===== config.mk =====
export PLATFORM = sky130hd
export DESIGN_NAME = segstream_rx_flat
export DESIGN_NICKNAME = d
export VERILOG_FILES = /design/src/rtl/segstream_if.sv /design/src/rtl/segstream_rx.sv /design/src/flat_wrapper.sv
export SDC_FILE = /design/constraint.sdc
export NUM_CORES = 1
export LEC_CHECK = 0
export CAP_MARGIN = 40
export CELL_PAD_IN_SITES_DETAIL_PLACEMENT = 1
export CELL_PAD_IN_SITES_GLOBAL_PLACEMENT = 2
export CORE_AREA = 2 2 106 108
export DETAILED_ROUTE_END_ITERATION = 16
export DIE_AREA = 0 0 108 110
export HOLD_SLACK_MARGIN = 0.05
export PLACE_DENSITY = 0.75
export RECOVER_POWER = 100
export SYNTH_ARGS = -nofsm -noshare
export SYNTH_HDL_FRONTEND = slang
export SYNTH_SLANG_ARGS = --single-unit

===== constraint.sdc =====
create_clock -name clk -period 1.84 [get_ports clk]
set_input_delay 0.46 -clock clk [delete_from_list [all_inputs] [get_ports clk]]
set_output_delay 0.46 -clock clk [all_outputs]
set_load 0.05 [all_outputs]

===== src/rtl/segstream_if.sv =====
// ----------------------------------------------------------------------------
// segstream_if
// Bundle between the 7-segment serial stream (loopback pins) and the
// segstream_rx receiver.
//   seg_in       serial segment data, bit j = digit lane j
//   shift_in     common shift clock, data valid on its rising edge
//   seg_pattern  latched byte {dp,g,f,e,d,c,b,a} per lane, lane j at [8j+:8]
//   digit_val    decoded hex value per lane, lane j at [4j+:4]
//   digit_ok     1 = lane pattern (dp ignored) is a valid hex glyph
//   frame_valid  1-cycle pulse when the outputs above update
//   frame_err    1-cycle pulse when a partial byte is dropped
// master: the side that drives the stream and observes the results.
// slave : the receiver.
// ----------------------------------------------------------------------------
interface segstream_if #(
    parameter int DIGITS = 2
);
    logic [DIGITS-1:0]   seg_in;
    logic                shift_in;
    logic [8*DIGITS-1:0] seg_pattern;
    logic [4*DIGITS-1:0] digit_val;
    logic [DIGITS-1:0]   digit_ok;
    logic                frame_valid;
    logic                frame_err;

    modport master (
        output seg_in,
        output shift_in,
        input  seg_pattern,
        input  digit_val,
        input  digit_ok,
        input  frame_valid,
        input  frame_err
    );

    modport slave (
        input  seg_in,
        input  shift_in,
        output seg_pattern,
        output digit_val,
        output digit_ok,
        output frame_valid,
        output frame_err
    );
endinterface


===== src/rtl/segstream_rx.sv =====
// ----------------------------------------------------------------------------
// segstream_rx
// Receiver for the serial 7-segment stream produced by the display serialiser.
// Mimics the external shift-register chain: one serial data line per digit,
// one common shift clock. Each lane captures 8 bits MSB (dp) first, the
// complete byte is latched and decoded back to a 4-bit hex value so the
// counter/display path can be self-checked on chip.
//
// Ports
//   clk    system clock
//   rst_n  asynchronous active-low reset
//   bus    segstream_if.slave:
//            seg_in, shift_in                          (in)
//            seg_pattern, digit_val, digit_ok,
//            frame_valid, frame_err                    (out)
//
// Parameters
//   DIGITS      number of digit lanes
//   GAP_CYCLES  idle clk cycles mid-byte before a partial byte is dropped
//   GAP_W       width of the gap counter (must hold GAP_CYCLES)
// ----------------------------------------------------------------------------
module segstream_rx #(
    parameter int DIGITS     = 2,
    parameter int GAP_CYCLES = 64,
    parameter int GAP_W      = 7
) (
    input  logic        clk,
    input  logic        rst_n,
    segstream_if.slave  bus
);

    typedef enum logic [1:0] {
        S_IDLE  = 2'd0,
        S_SHIFT = 2'd1,
        S_LATCH = 2'd2
    } state_t;

    localparam logic [GAP_W-1:0] GAP_LIM = GAP_W'(GAP_CYCLES);

    state_t              r_state;
    state_t              w_state_nxt;

    // Synchronisers: data and shift clock see identical 2-flop delay so the
    // data sample lines up with the detected rising edge.
    logic [DIGITS-1:0]   r_seg_s1;
    logic [DIGITS-1:0]   r_seg_s2;
    logic                r_shift_s1;
    logic                r_shift_s2;
    logic                r_shift_s3;
    logic                w_edge;

    logic [7:0]          r_shreg [DIGITS];
    logic [3:0]          r_bit_cnt;
    logic [3:0]          w_bit_cnt_nxt;
    logic [GAP_W-1:0]    r_gap;
    logic [GAP_W-1:0]    w_gap_nxt;
    logic [GAP_W-1:0]    w_gap_inc;
    logic                w_shift_en;
    logic                w_latch;
    logic                w_abort;

    logic [8*DIGITS-1:0] r_seg_pattern;
    logic [4*DIGITS-1:0] r_digit_val;
    logic [DIGITS-1:0]   r_digit_ok;
    logic                r_frame_valid;
    logic                r_frame_err;

    logic [4*DIGITS-1:0] w_dec_val;
    logic [DIGITS-1:0]   w_dec_ok;
    logic [4:0]          w_dec;

    // Returns {ok, value}. Segments g..a active high; dp never reaches here.
    function automatic logic [4:0] f_decode(input logic [6:0] seg);
        logic [4:0] res;
        case (seg)
            7'h3F:   res = {1'b1, 4'h0};
            7'h06:   res = {1'b1, 4'h1};
            7'h5B:   res = {1'b1, 4'h2};
            7'h4F:   res = {1'b1, 4'h3};
            7'h66:   res = {1'b1, 4'h4};
            7'h6D:   res = {1'b1, 4'h5};
            7'h7D:   res = {1'b1, 4'h6};
            7'h07:   res = {1'b1, 4'h7};
            7'h7F:   res = {1'b1, 4'h8};
            7'h6F:   res = {1'b1, 4'h9};
            7'h77:   res = {1'b1, 4'hA};
            7'h7C:   res = {1'b1, 4'hB};
            7'h39:   res = {1'b1, 4'hC};
            7'h5E:   res = {1'b1, 4'hD};
            7'h79:   res = {1'b1, 4'hE};
            7'h71:   res = {1'b1, 4'hF};
            default: res = 5'h00;
        endcase
        return res;
    endfunction

    // ------------------------------------------------------------------
    // Input synchronisation and rising-edge detect
    // ------------------------------------------------------------------
    always_ff @(posedge clk or negedge rst_n) begin
        if (!rst_n) begin
            r_seg_s1   <= '0;
            r_seg_s2   <= '0;
            r_shift_s1 <= 1'b0;
            r_shift_s2 <= 1'b0;
            r_shift_s3 <= 1'b0;
        end else begin
            r_seg_s1   <= bus.seg_in;
            r_seg_s2   <= r_seg_s1;
            r_shift_s1 <= bus.shift_in;
            r_shift_s2 <= r_shift_s1;
            r_shift_s3 <= r_shift_s2;
        end
    end

    assign w_edge = r_shift_s2 & ~r_shift_s3;

    // ------------------------------------------------------------------
    // Frame FSM: state register
    // ------------------------------------------------------------------
    always_ff @(posedge clk or negedge rst_n) begin
        if (!rst_n) begin
            r_state   <= S_IDLE;
            r_bit_cnt <= '0;
            r_gap     <= '0;
        end else begin
            r_state   <= w_state_nxt;
            r_bit_cnt <= w_bit_cnt_nxt;
            r_gap     <= w_gap_nxt;
        end
    end

    // ------------------------------------------------------------------
    // Frame FSM: next state and control strobes
    // ------------------------------------------------------------------
    always_comb begin
        w_state_nxt   = r_state;
        w_bit_cnt_nxt = r_bit_cnt;
        w_gap_nxt     = r_gap;
        w_shift_en    = 1'b0;
        w_latch       = 1'b0;
        w_abort       = 1'b0;
        w_gap_inc     = r_gap + 1'b1;

        case (r_state)
            S_IDLE: begin
                w_bit_cnt_nxt = '0;
                w_gap_nxt     = '0;
                if (w_edge) begin
                    w_shift_en    = 1'b1;
                    w_bit_cnt_nxt = 4'd1;
                    w_state_nxt   = S_SHIFT;
                end
            end

            S_SHIFT: begin
                if (w_edge) begin
                    w_shift_en    = 1'b1;
                    w_bit_cnt_nxt = r_bit_cnt + 4'd1;
                    w_gap_nxt     = '0;
                    if (r_bit_cnt == 4'd7) begin
                        w_state_nxt = S_LATCH;
                    end
                end else if (w_gap_inc == GAP_LIM) begin
                    // Stalled mid-byte: drop the partial byte.
                    w_abort       = 1'b1;
                    w_bit_cnt_nxt = '0;
                    w_gap_nxt     = '0;
                    w_state_nxt   = S_IDLE;
                end else begin
                    w_gap_nxt = w_gap_inc;
                end
            end

            S_LATCH: begin
                w_latch       = 1'b1;
                w_bit_cnt_nxt = '0;
                w_gap_nxt     = '0;
                w_state_nxt   = S_IDLE;
                // An edge here already belongs to the next byte.
                if (w_edge) begin
                    w_shift_en    = 1'b1;
                    w_bit_cnt_nxt = 4'd1;
                    w_state_nxt   = S_SHIFT;
                end
            end

            default: begin
                w_state_nxt   = S_IDLE;
                w_bit_cnt_nxt = '0;
                w_gap_nxt     = '0;
            end
        endcase
    end

    // ------------------------------------------------------------------
    // Per-lane shift registers (MSB first: first bit ends up in bit 7)
    // ------------------------------------------------------------------
    always_ff @(posedge clk or negedge rst_n) begin
        if (!rst_n) begin
            for (int j = 0; j < DIGITS; j++) begin
                r_shreg[j] <= '0;
            end
        end else if (w_abort) begin
            for (int j = 0; j < DIGITS; j++) begin
                r_shreg[j] <= '0;
            end
        end else if (w_shift_en) begin
            for (int j = 0; j < DIGITS; j++) begin
                r_shreg[j] <= {r_shreg[j][6:0], r_seg_s2[j]};
            end
        end
    end

    // ------------------------------------------------------------------
    // Decode of the complete byte held in the shift registers
    // ------------------------------------------------------------------
    always_comb begin
        w_dec_val = '0;
        w_dec_ok  = '0;
        w_dec     = '0;
        for (int j = 0; j < DIGITS; j++) begin
            w_dec             = f_decode(r_shreg[j][6:0]);
            w_dec_val[4*j+:4] = w_dec[3:0];
            w_dec_ok[j]       = w_dec[4];
        end
    end

    // ------------------------------------------------------------------
    // Output latch: updates only in LATCH, holds across frame errors
    // ------------------------------------------------------------------
    always_ff @(posedge clk or negedge rst_n) begin
        if (!rst_n) begin
            r_seg_pattern <= '0;
            r_digit_val   <= '0;
            r_digit_ok    <= '0;
            r_frame_valid <= 1'b0;
            r_frame_err   <= 1'b0;
        end else begin
            r_frame_valid <= w_latch;
            r_frame_err   <= w_abort;
            if (w_latch) begin
                for (int j = 0; j < DIGITS; j++) begin
                    r_seg_pattern[8*j+:8] <= r_shreg[j];
                end
                r_digit_val <= w_dec_val;
                r_digit_ok  <= w_dec_ok;
            end
        end
    end

    assign bus.seg_pattern = r_seg_pattern;
    assign bus.digit_val   = r_digit_val;
    assign bus.digit_ok    = r_digit_ok;
    assign bus.frame_valid = r_frame_valid;
    assign bus.frame_err   = r_frame_err;

endmodule


===== src/flat_wrapper.sv =====
// flat-port wrapper written by rule: the top's interface ports become plain ports
module segstream_rx_flat 
#(
    parameter int DIGITS     = 2,
    parameter int GAP_CYCLES = 64,
    parameter int GAP_W      = 7
)
  (clk, rst_n, bus_seg_in, bus_shift_in, bus_seg_pattern, bus_digit_val, bus_digit_ok, bus_frame_valid, bus_frame_err);
  segstream_if #(.DIGITS(DIGITS)) bus_i ();
  input  logic clk;
  input  logic rst_n;
  input wire logic [$bits(bus_i.seg_in)-1:0] bus_seg_in;
  input wire logic [$bits(bus_i.shift_in)-1:0] bus_shift_in;
  output wire logic [$bits(bus_i.seg_pattern)-1:0] bus_seg_pattern;
  output wire logic [$bits(bus_i.digit_val)-1:0] bus_digit_val;
  output wire logic [$bits(bus_i.digit_ok)-1:0] bus_digit_ok;
  output wire logic [$bits(bus_i.frame_valid)-1:0] bus_frame_valid;
  output wire logic [$bits(bus_i.frame_err)-1:0] bus_frame_err;
  assign bus_i.seg_in = bus_seg_in;
  assign bus_i.shift_in = bus_shift_in;
  assign bus_seg_pattern = bus_i.seg_pattern;
  assign bus_digit_val = bus_i.digit_val;
  assign bus_digit_ok = bus_i.digit_ok;
  assign bus_frame_valid = bus_i.frame_valid;
  assign bus_frame_err = bus_i.frame_err;
  segstream_rx #(.DIGITS(DIGITS), .GAP_CYCLES(GAP_CYCLES), .GAP_W(GAP_W)) u_core (.clk(clk), .rst_n(rst_n), .bus(bus_i));
endmodule

Word-level counts from Yosys, hierarchy flattened

Index checks and enable logic that the tools add are counted.

Magnitude comparators: 0
Mux-type cells: 23
$mul: 0
Add/sub/neg operators: 2
Eq/ne operators: 39
Shift-type cells: 0
Divide/modulo/power cells: 0
Bitwise operators: 2
Reductions and logical operators: 5

Operator list:

| cell                                                   | count |
|---|---|
| == test 7 bit (second input constant)                  | 25 |
| case mux 5 bit (16 select lines)                       | 2 |
| 2-to-1 mux 16 bit                                      | 2 |
| == test 7 x 3 -> 1 bit (second input constant)         | 4 |
| == test 7 x 6 -> 1 bit (second input constant)         | 4 |
| 2-to-1 mux 7 bit                                       | 3 |
| 2-to-1 mux 1 bit                                       | 8 |
| 2-to-1 mux 2 bit                                       | 4 |
| 2-to-1 mux 4 bit                                       | 2 |
| case mux 4 bit (2 select lines)                        | 1 |
| adder 7 x 1 -> 7 bit (second input constant)           | 1 |
| case mux 2 bit (3 select lines)                        | 1 |
| adder 4 x 1 -> 4 bit (second input constant)           | 1 |
| == test 4 x 3 -> 1 bit (second input constant)         | 1 |
| inequality test 3 x 1 -> 1 bit (second input constant) | 1 |
| inequality test 3 bit (second input constant)          | 1 |
| AND reduction 3 bit                                    | 1 |
| OR reduction 3 bit                                     | 1 |
| == test 2 x 1 -> 1 bit (second input constant)         | 1 |
| == test 2 bit (second input constant)                  | 1 |
| logical NOT 2 bit                                      | 1 |
| inequality test 2 x 1 -> 1 bit (second input constant) | 1 |
| nonzero test 2 bit                                     | 1 |
| OR reduction 2 bit                                     | 1 |
| 2 further kinds                                        | 2 |

Input bits: 5
Memories: 0
Latch bits: 0
RAM bits: 0
Register bits: 64
Output and inout port bits: 28
Word-level logic and storage cells: 86
ROM bits: 0

Depth between registers and ports, before layout

Gate-level depths: netlist of the first run.

Depth after elaboration: 6
Mapped depth: 6
Depth with buffers taken out: 5

Worst setup path after synthesis of the first run

No wires, ideal clock.

Path type: register to register
From: reg u_core.r_gap[3]
To: reg u_core.r_shreg[10] (netlist name)
Clock period less this slack: 1412 ps
Path slack: 428 ps
Arrival time: 1293 ps
Library setup time: 119 ps
Path buffers: 1
Data required time: 1721 ps
Cell stages (with the launch flop): 6
Path through: dfrtp_1 -> nor4b_2 -> a2bb2oi_1 -> nor3_4 -> buf_6 -> nor2_2

Longest elaborated chain between the ends: 6
Elaborated cells on any way between the ends: 7
Classes of those cells: add/sub (1); eq/ne (1); mux (4); reduce/logical (1)

RTL lines:

| item                                                    | RTL line            | source |
|---|---|---|
| from (decl)                                             | segstream_rx.sv:55  | `logic [GAP_W-1:0] r_gap;` |
| from (signal assigned)                                  | segstream_rx.sv:129 | `r_gap <= w_gap_nxt;` |
| adder 7 x 1 -> 7 bit (*)                                | segstream_rx.sv:143 | `w_gap_inc = r_gap + 1'b1;` |
| == test 7 bit (*)                                       | segstream_rx.sv:164 | `end else if (w_gap_inc == GAP_LIM) begin` |
| 2-to-1 mux 1 bit (*)                                    | segstream_rx.sv:164 |  |
| 2-to-1 mux 1 bit (*)                                    | segstream_rx.sv:157 | `if (w_edge) begin` |
| 2-to-1 mux 1 bit (*)                                    | segstream_rx.sv:145 | `case (r_state)` |
| named net u_core.w_abort                                | segstream_rx.sv:60  | `logic w_abort;` |
| 2-to-1 mux 16 bit or nonzero test 2 bit (tied branches) | --                  |  |
| to (signal, indexed assignment)                         | segstream_rx.sv:210 | `r_shreg[j] <= {r_shreg[j][6:0], r_seg_s2[j]};` |
| to (decl)                                               | segstream_rx.sv:52  | `logic [7:0] r_shreg [DIGITS];` |

The timed path passes the listed nets; every way through them passes the cells marked *.
A chain may end at the register's enable or synchronous reset.

Final worst setup path of the first run

From: reg u_core.r_shift_s2
To: reg u_core.r_shreg[8] (netlist name)

Longest elaborated chain between the ends: 4
Elaborated cells on any way between the ends: 7
Classes of those cells: mux (5); bitwise (1); reduce/logical (1)

RTL lines:

| item                                                    | RTL line                                                      | source |
|---|---|---|
| from (decl)                                             | segstream_rx.sv:48                                            | `logic r_shift_s2;` |
| from (signal assigned)                                  | segstream_rx.sv:111                                           | `r_shift_s2 <= r_shift_s1;` |
| AND 1 bit (*)                                           | segstream_rx.sv:116                                           | `assign w_edge = r_shift_s2 & ~r_shift_s3;` |
| 2-to-1 mux 1 bit (on tied branches)                     | segstream_rx.sv:157, segstream_rx.sv:149, segstream_rx.sv:181 |  |
| 2-to-1 mux 1 bit (on tied branches)                     | --                                                            |  |
| 2-to-1 mux 16 bit or nonzero test 2 bit (tied branches) | --                                                            |  |

Every way passes the cells marked *; elsewhere a longest branch is shown, timed or not.

==> impl_metrics.yaml, run 1 <==
status:
  outcome: "finished clean"
clock_network:
  h-tree-depth: 3
  tritoncts: "yes"
  clock_sinks: 64
  cts_setup_buffers: 0
  cts_buffers: 9
  clkLatencyLatePin_ns: 0.34
  cts.path.max_buffers: 2
  cts.root.buffer_cell: "sky130_fd_sc_hd__clkbuf_8"
  cts.clk_slew.worst_paths_ns: 0.08
synthesis:
  yosysUniqueCellTypes: 59
  yosys.area.top_type_share: 0.506
  synth.yosys.seq_area_share: 0.506
  synth-seq-cells: 64
  postSynthCellCount: 323
  postSynth.asyncResetShare: 1.00
  post_synth_instance_area_um2: 3160
  synth.net_count: 330
  synth.top_cells.by_area: "sky130_fd_sc_hd__dfrtp_1, sky130_fd_sc_hd__nand2_1, sky130_fd_sc_hd__mux2i_1, sky130_fd_sc_hd__nor2_1, sky130_fd_sc_hd__buf_2"
  post_synth.cell_area_avg_um2: 9.79
  synth-edff-count: 0
  synth_top_cells_by_count: "sky130_fd_sc_hd__dfrtp_1, sky130_fd_sc_hd__nand2_1, sky130_fd_sc_hd__nor2_1"
  ys_warn_count: 0
  post-synth-top-count-cell: "sky130_fd_sc_hd__dfrtp_1"
  synthDominantAreaCellType: "sky130_fd_sc_hd__dfrtp_1"
  synth_ff_type: "sky130_fd_sc_hd__dfrtp_1"
sta:
  finalCriticalPeriod_ns: 1.69
  maxSlewViolCount: 0
  post-route-period-util: 0.919
  timing.setup.tns_ns: 0
  final.setup_skew_ns: 0.00549
  setup_viol: 0
  unrepaired_setup_endpoints_after_global_routing: "no"
  final-hold-violation-count: 0
  fmax_mhz: 592
  setup_ws_ns: 0.150
  max-slew-margin-rel: 0.420
  timing.hold.ws_ns: 0.352
  worstMarginPinSlew_ns: 0.871
floorplanning:
  ios: 33
  fp.dieArea_um2: 11900
  placeableCoreArea_um2: 10700
  row_count: 38
  floorplan.die.height_um: 110
  die_extent_in_x_um: 108
  initial_core_utilization: 0.296
layout:
  sequential_cell_area_um2: 1600
  layout-drive-gt1-share: 0.123
  fillers: 1265
  nNetsFinal: 359
  final_core_util: 0.337
  footprint_of_the_multi_input_gates_um2: 1360
  insertedDiodeCount: 0
  flow.area_growth_from_synthesis_pct: 14.1
routing:
  via_count: 2401
  drt.antenna.violating_nets: 0
  avgRoutedWirePerCell_um: 14.9
  viasPerCell: 4.83
  post-route-drc-count: 0
  firstDrtPassIters: 4
  count_of_routing_violations_after_the_opening_detailed_route_iteration: 77
  routed_wl_um: 7380
placed_design:
  place.detailed.hpwl_um: 4900
  placement.io_buffers: 32
  place_ws_ns: 0.171
  routabilityCongestion: 0.800
pwr:
  ir_worst_vdd_mv: 0.419
  power.density_nw_per_um2: 1110
  leakage_nw: 1.62
setup_path:
  r2r_end: "u_core.r_shreg[8]"
  rr_startpoint: "u_core.r_shift_s2"
  worst-setup-path-type: "flop to flop"
  required_ns: 2.07
  crit_path_end_kind: "flop"
  reg2regPathDepth: 4
  timing.reg2reg.setup_slack_ns: 0.15
  critical_path.max_fanout: 17
  worst_ep_arrival_time_ns: 1.92
  startpoint: "u_core.r_shift_s2"
  setup.worst_path.start_class: "flop"
global_route:
  grt_pass1_vias: 2457
  globalRoute.totalOverflow: 0
  grt_start_max_net_pins: 40
  antenna_found_initial: 0
  grt_util_all_layers: 0.135
  grt_first_pass_wirelength_um: 12500
worst_hold_path:
  worst_hold_path_type: "flop to flop"
  hold_end: "u_core.r_seg_s2[1]"
  timing.hold.worst_path_depth: 0
  min-delay-start: "u_core.r_seg_s1[1]"
run:
  maxCapViolations: 0
## flip-flops by register name (all words and copies together) (netlist names), 2 cells and up
register                cells
u_core.bus.seg_pattern     16
u_core.r_state              2
u_core.r_gap                7
u_core.r_bit_cnt            4
u_core.r_seg_s2             2
u_core.bus.digit_ok         2
u_core.bus.digit_val        8
u_core.r_shreg             16
u_core.r_seg_s1             2
## power by group
| part | total (mW) | internal [mW] | switching, mW |
|---|---|---|---|
| clock | 1.25 | 0.661 | 0.587 |
| combinational | 0.723 | 0.357 | 0.366 |
| sequential | 2.04 | 1.57 | 0.472 |
## through the flow
step                power, mW  cells  area (µm²)
floorplan                2.58    323        3160
global placement         2.76    480        3550
detailed placement       2.79    480        3550
CTS                      4.06    497        3760
global route             4.26    497        3610
finish                   4.01    497        3610
## area by class of cell
class,count,area share
Tap cell,140,0.0485
Inverter,8,0.00832
Clock inverter,5,0.0156
Timing Repair Buffer,42,0.0662
Clock buffer,11,0.0392
Sequential cell,64,0.445
Multi-Input combinational cell,227,0.378
## layer usage
layer / up-vias / wire [µm] / GRT usage
li1: 1167 / - / -
met1: 1191 / 3840 / 0.193
met2: 34 / 3180 / 0.203
met3: 9 / 259 / 0.0265
met4: 0 / 105 / 0.0522
met5: - / 0 / 0
## cell usage in the layout (no fill, tap or decap), types with 4 or more instances in the layout
cell	n
sky130_fd_sc_hd__clkbuf_1	29
sky130_fd_sc_hd__inv_1	7
sky130_fd_sc_hd__nand2_1	61
sky130_fd_sc_hd__dlygate4sd3_1	4
sky130_fd_sc_hd__mux2i_1	16
sky130_fd_sc_hd__o21ai_0	12
sky130_fd_sc_hd__nor2_1	26
sky130_fd_sc_hd__dfrtp_1	62
sky130_fd_sc_hd__nor3_1	10
sky130_fd_sc_hd__a21oi_1	8
sky130_fd_sc_hd__a31oi_1	4
sky130_fd_sc_hd__nor3b_1	6
sky130_fd_sc_hd__buf_4	5
sky130_fd_sc_hd__nand3_1	10
sky130_fd_sc_hd__clkbuf_8	10
sky130_fd_sc_hd__nor2_2	9
## critical path: stages, from the launching register on
cell	delay [ns]
sky130_fd_sc_hd__dfrtp_1	0.38
sky130_fd_sc_hd__nand2b_1	0.16
sky130_fd_sc_hd__a21o_1	0.69
sky130_fd_sc_hd__mux2i_1	0.30
sky130_fd_sc_hd__nor2_2	0.05
## repair_timing
item / CTS / global route
endpoints found under the hold margin: 3 / 0
hold buffers: 1 / 0
resized for setup: 0 / 3
setup endpoints to repair: 0 / 3
## worst max-delay path by stage
stage,end,cells past startpoint
floorplan,u_core.r_shreg[10],5
global placement,u_core.bus.digit_ok[0],4
detailed placement,u_core.bus.digit_val[1],4
CTS,u_core.bus.digit_val[1],4
global route,u_core.bus.digit_val[5],4
finish,u_core.r_shreg[8],4
## cells by family (layout without fill, tap and decap cells)
kind of cell / Yosys count / count (layout) / share of synthesized area
AO/OA/AOI/OAI: 51 / 51 / 0.111
XOR/XNOR: 6 / 6 / 0.0166
adder cells (fa/ha/maj): 2 / 2 / 0.00791
buffers and inverters: 32 / 66 / 0.0562
flip-flops: 64 / 64 / 0.506
multiplexers: 16 / 16 / 0.0506
AND/OR/NAND/NOR: 152 / 152 / 0.251
No activity file was read; power rests on OpenSTA's default activity.
==> run 2, diff against run 1 <==
--- a/config.mk
+++ b/config.mk
@@ -8,12 +8,13 @@
 export CAP_MARGIN = 40
 export CELL_PAD_IN_SITES_DETAIL_PLACEMENT = 1
 export CELL_PAD_IN_SITES_GLOBAL_PLACEMENT = 2
-export CORE_AREA = 2 2 106 108
+export CORE_AREA = 2 2 81 141
 export DETAILED_ROUTE_END_ITERATION = 16
-export DIE_AREA = 0 0 108 110
+export DIE_AREA = 0 0 83 143
 export HOLD_SLACK_MARGIN = 0.05
 export PLACE_DENSITY = 0.75
 export RECOVER_POWER = 100
+export REMOVE_ABC_BUFFERS = 1
 export SYNTH_ARGS = -nofsm -noshare
 export SYNTH_HDL_FRONTEND = slang
 export SYNTH_SLANG_ARGS = --single-unit
==> impl_metrics.yaml, run 2 (synthesized netlist as in run 1, its figures left out) <==
clock_network:
  cts.root.buffer_cell: "sky130_fd_sc_hd__clkbuf_16"
  cts_setup_buffers: 0
  cts.clk_slew.worst_paths_ns: 0.05
  clkLatencyLatePin_ns: 0.34
  tritoncts: "yes"
  cts_buffers: 9
  h-tree-depth: 3
  clock_sinks: 64
  cts.path.max_buffers: 2
  holdBufCountCts: 0
global_route:
  globalRoute.totalOverflow: 0
  grt_start_max_net_pins: 36
  antenna_found_initial: 0
  grt_pass1_vias: 2549
  grt_first_pass_wirelength_um: 13100
  grt_util_all_layers: 0.141
routing:
  count_of_routing_violations_after_the_opening_detailed_route_iteration: 133
  firstDrtPassIters: 4
  routed_wl_um: 7720
  viasPerCell: 4.93
  drt.antenna.violating_nets: 0
  post-route-drc-count: 0
  avgRoutedWirePerCell_um: 15.9
  via_count: 2402
placed_design:
  routabilityCongestion: 0.792
  place.detailed.hpwl_um: 5280
  dp_cells: 471
  placement.io_buffers: 32
setup_path:
  rr_startpoint: "u_core.r_shift_s2"
  worst-setup-path-type: "flop to flop"
  cpMaxStageDelayCell: "sky130_fd_sc_hd__a21o_1"
  crit_path_end_kind: "flop"
  crit_chain: "nand2b_1, a21o_1, mux2i_1, nor2_1"
  r2r_end: "u_core.r_shreg[12]"
  worst_ep_arrival_time_ns: 1.93
  reg2regPathDepth: 4
  timing.reg2reg.setup_slack_ns: 0.13
  setup.worst_path.start_class: "flop"
  slowest_delay_ns: 0.70
  required_ns: 2.06
  critical_path.max_fanout: 17
sta:
  final-hold-violation-count: 0
  timing.setup.tns_ns: 0
  max-slew-margin-rel: 0.369
  maxSlewViolCount: 0
  finalCriticalPeriod_ns: 1.71
  worstMarginPinSlew_ns: 0.947
  setup_viol: 0
  unrepaired_setup_endpoints_after_global_routing: "no"
  final.setup_skew_ns: 0.00734
  post-route-period-util: 0.930
  fmax_mhz: 585
run:
  maxCapViolations: 0
floorplanning:
  floorplan.die.height_um: 143
  fp.dieArea_um2: 11900
  initial_core_utilization: 0.296
  placeableCoreArea_um2: 10700
  row_count: 50
  die_extent_in_x_um: 83
  ios: 33
pwr:
  leakage_nw: 1.70
  total_power_mw: 4.75
  ir_worst_vdd_mv: 0.591
  cellInternalPower_mw: 3.26
  sw_frac_of_total: 0.313
  pwr-share-comb: 0.166
  power.density_nw_per_um2: 1270
  p_seq_frac: 0.422
  switchingPower_mw: 1.48
  share_clk_of_total_power: 0.412
layout:
  footprint_of_the_multi_input_gates_um2: 1380
  layout-drive-gt1-share: 0.129
  sequential_cell_area_um2: 1600
  layout_common_cells: "sky130_fd_sc_hd__dfrtp_1, sky130_fd_sc_hd__nand2_1, sky130_fd_sc_hd__clkbuf_1"
  insertedDiodeCount: 0
  fillers: 1221
  mostFrequentLayoutCell: "sky130_fd_sc_hd__dfrtp_1"
  nNetsFinal: 359
  stdcell_count: 487
  flow.area_growth_from_synthesis_pct: 18.3
status:
  outcome: "finished clean"
worst_hold_path:
  worst_hold_path_type: "input pin to async pin"
==> run 2: cell types whose count changed in the layout (fill, tap and decap cells not counted), moves of 2 or more <==
cell                        change
sky130_fd_sc_hd__clkbuf_2       +2
sky130_fd_sc_hd__bufinv_16      +2
sky130_fd_sc_hd__clkbuf_16      +9
sky130_fd_sc_hd__clkbuf_8      -10
==> run 2: layout make-up <==
class | count | area share
sequential | 64 | 0.428
clock buffer | 10 | 0.0612
multi-input combinational | 227 | 0.368
clock inverter | 6 | 0.0288
tap | 130 | 0.0435
timing repair buffer | 42 | 0.0619
inverter | 8 | 0.00803
==> run 2: worst max path at each step <==
stage	endpoint	start	slack [ns]	cells past startpoint
6_report	u_core.r_shreg[12]	u_core.r_shift_s2	0.13	4
5_1_grt	u_core.r_shreg[12]	u_core.r_shift_s2	0.01	4
4_1_cts	u_core.bus.digit_ok[0]	u_core.r_shreg[8]	0.09	4
3_5_place_dp	u_core.bus.digit_ok[0]	u_core.r_shreg[8]	0.12	4
3_3_place_gp	u_core.bus.digit_ok[0]	u_core.r_shreg[8]	0.16	4
2_1_floorplan	u_core.bus.digit_ok[1]	u_core.r_state[0]	0.27	4
==> run 2: metrics by stage <==
stage                     setup slack, ns  utilization  instance area, µm²  hold slack, ns
after detailed placement            0.120        0.329                3520           0.337
after global routing               0.0113        0.350                3740           0.313
after global placement              0.155        0.329                3520           0.334
after CTS                          0.0898        0.361                3860          0.0570
after floorplan                     0.267            -                3020           0.164
final                               0.130        0.350                3740           0.249
==> run 2: power groups by stage <==
stage	Sequential (mW)	Clock (mW)	Combinational [mW]
2_1_floorplan	1.93	0	0.507
6_report	2.00	1.96	0.787
3_3_place_gp	2.02	0	0.778
3_5_place_dp	2.03	0	0.798
5_1_grt	2.06	2.07	0.891
4_1_cts	2.00	2.00	0.810
==> run 2: worst max-delay path, delay by kind of cell, from the launching register on <==
kind            cells  cell delay, ns
simple gates        2            0.22
mux                 1            0.30
flops               1            0.37
compound gates      1            0.70
==> run 2: repair_timing <==
item	4_1_cts	5_1_grt
resized for setup	0	1
endpoints found under the hold margin	0	0
endpoints found under the setup margin	0	1
==> run 2: routing by layer <==
layer	global-route usage	up-vias	share of wire
met5	0	-	0
met2	0.262	25	0.56
met1	0.149	1205	0.39
li1	-	1161	-
met4	0.0647	0	0.022
met3	0.0347	11	0.025
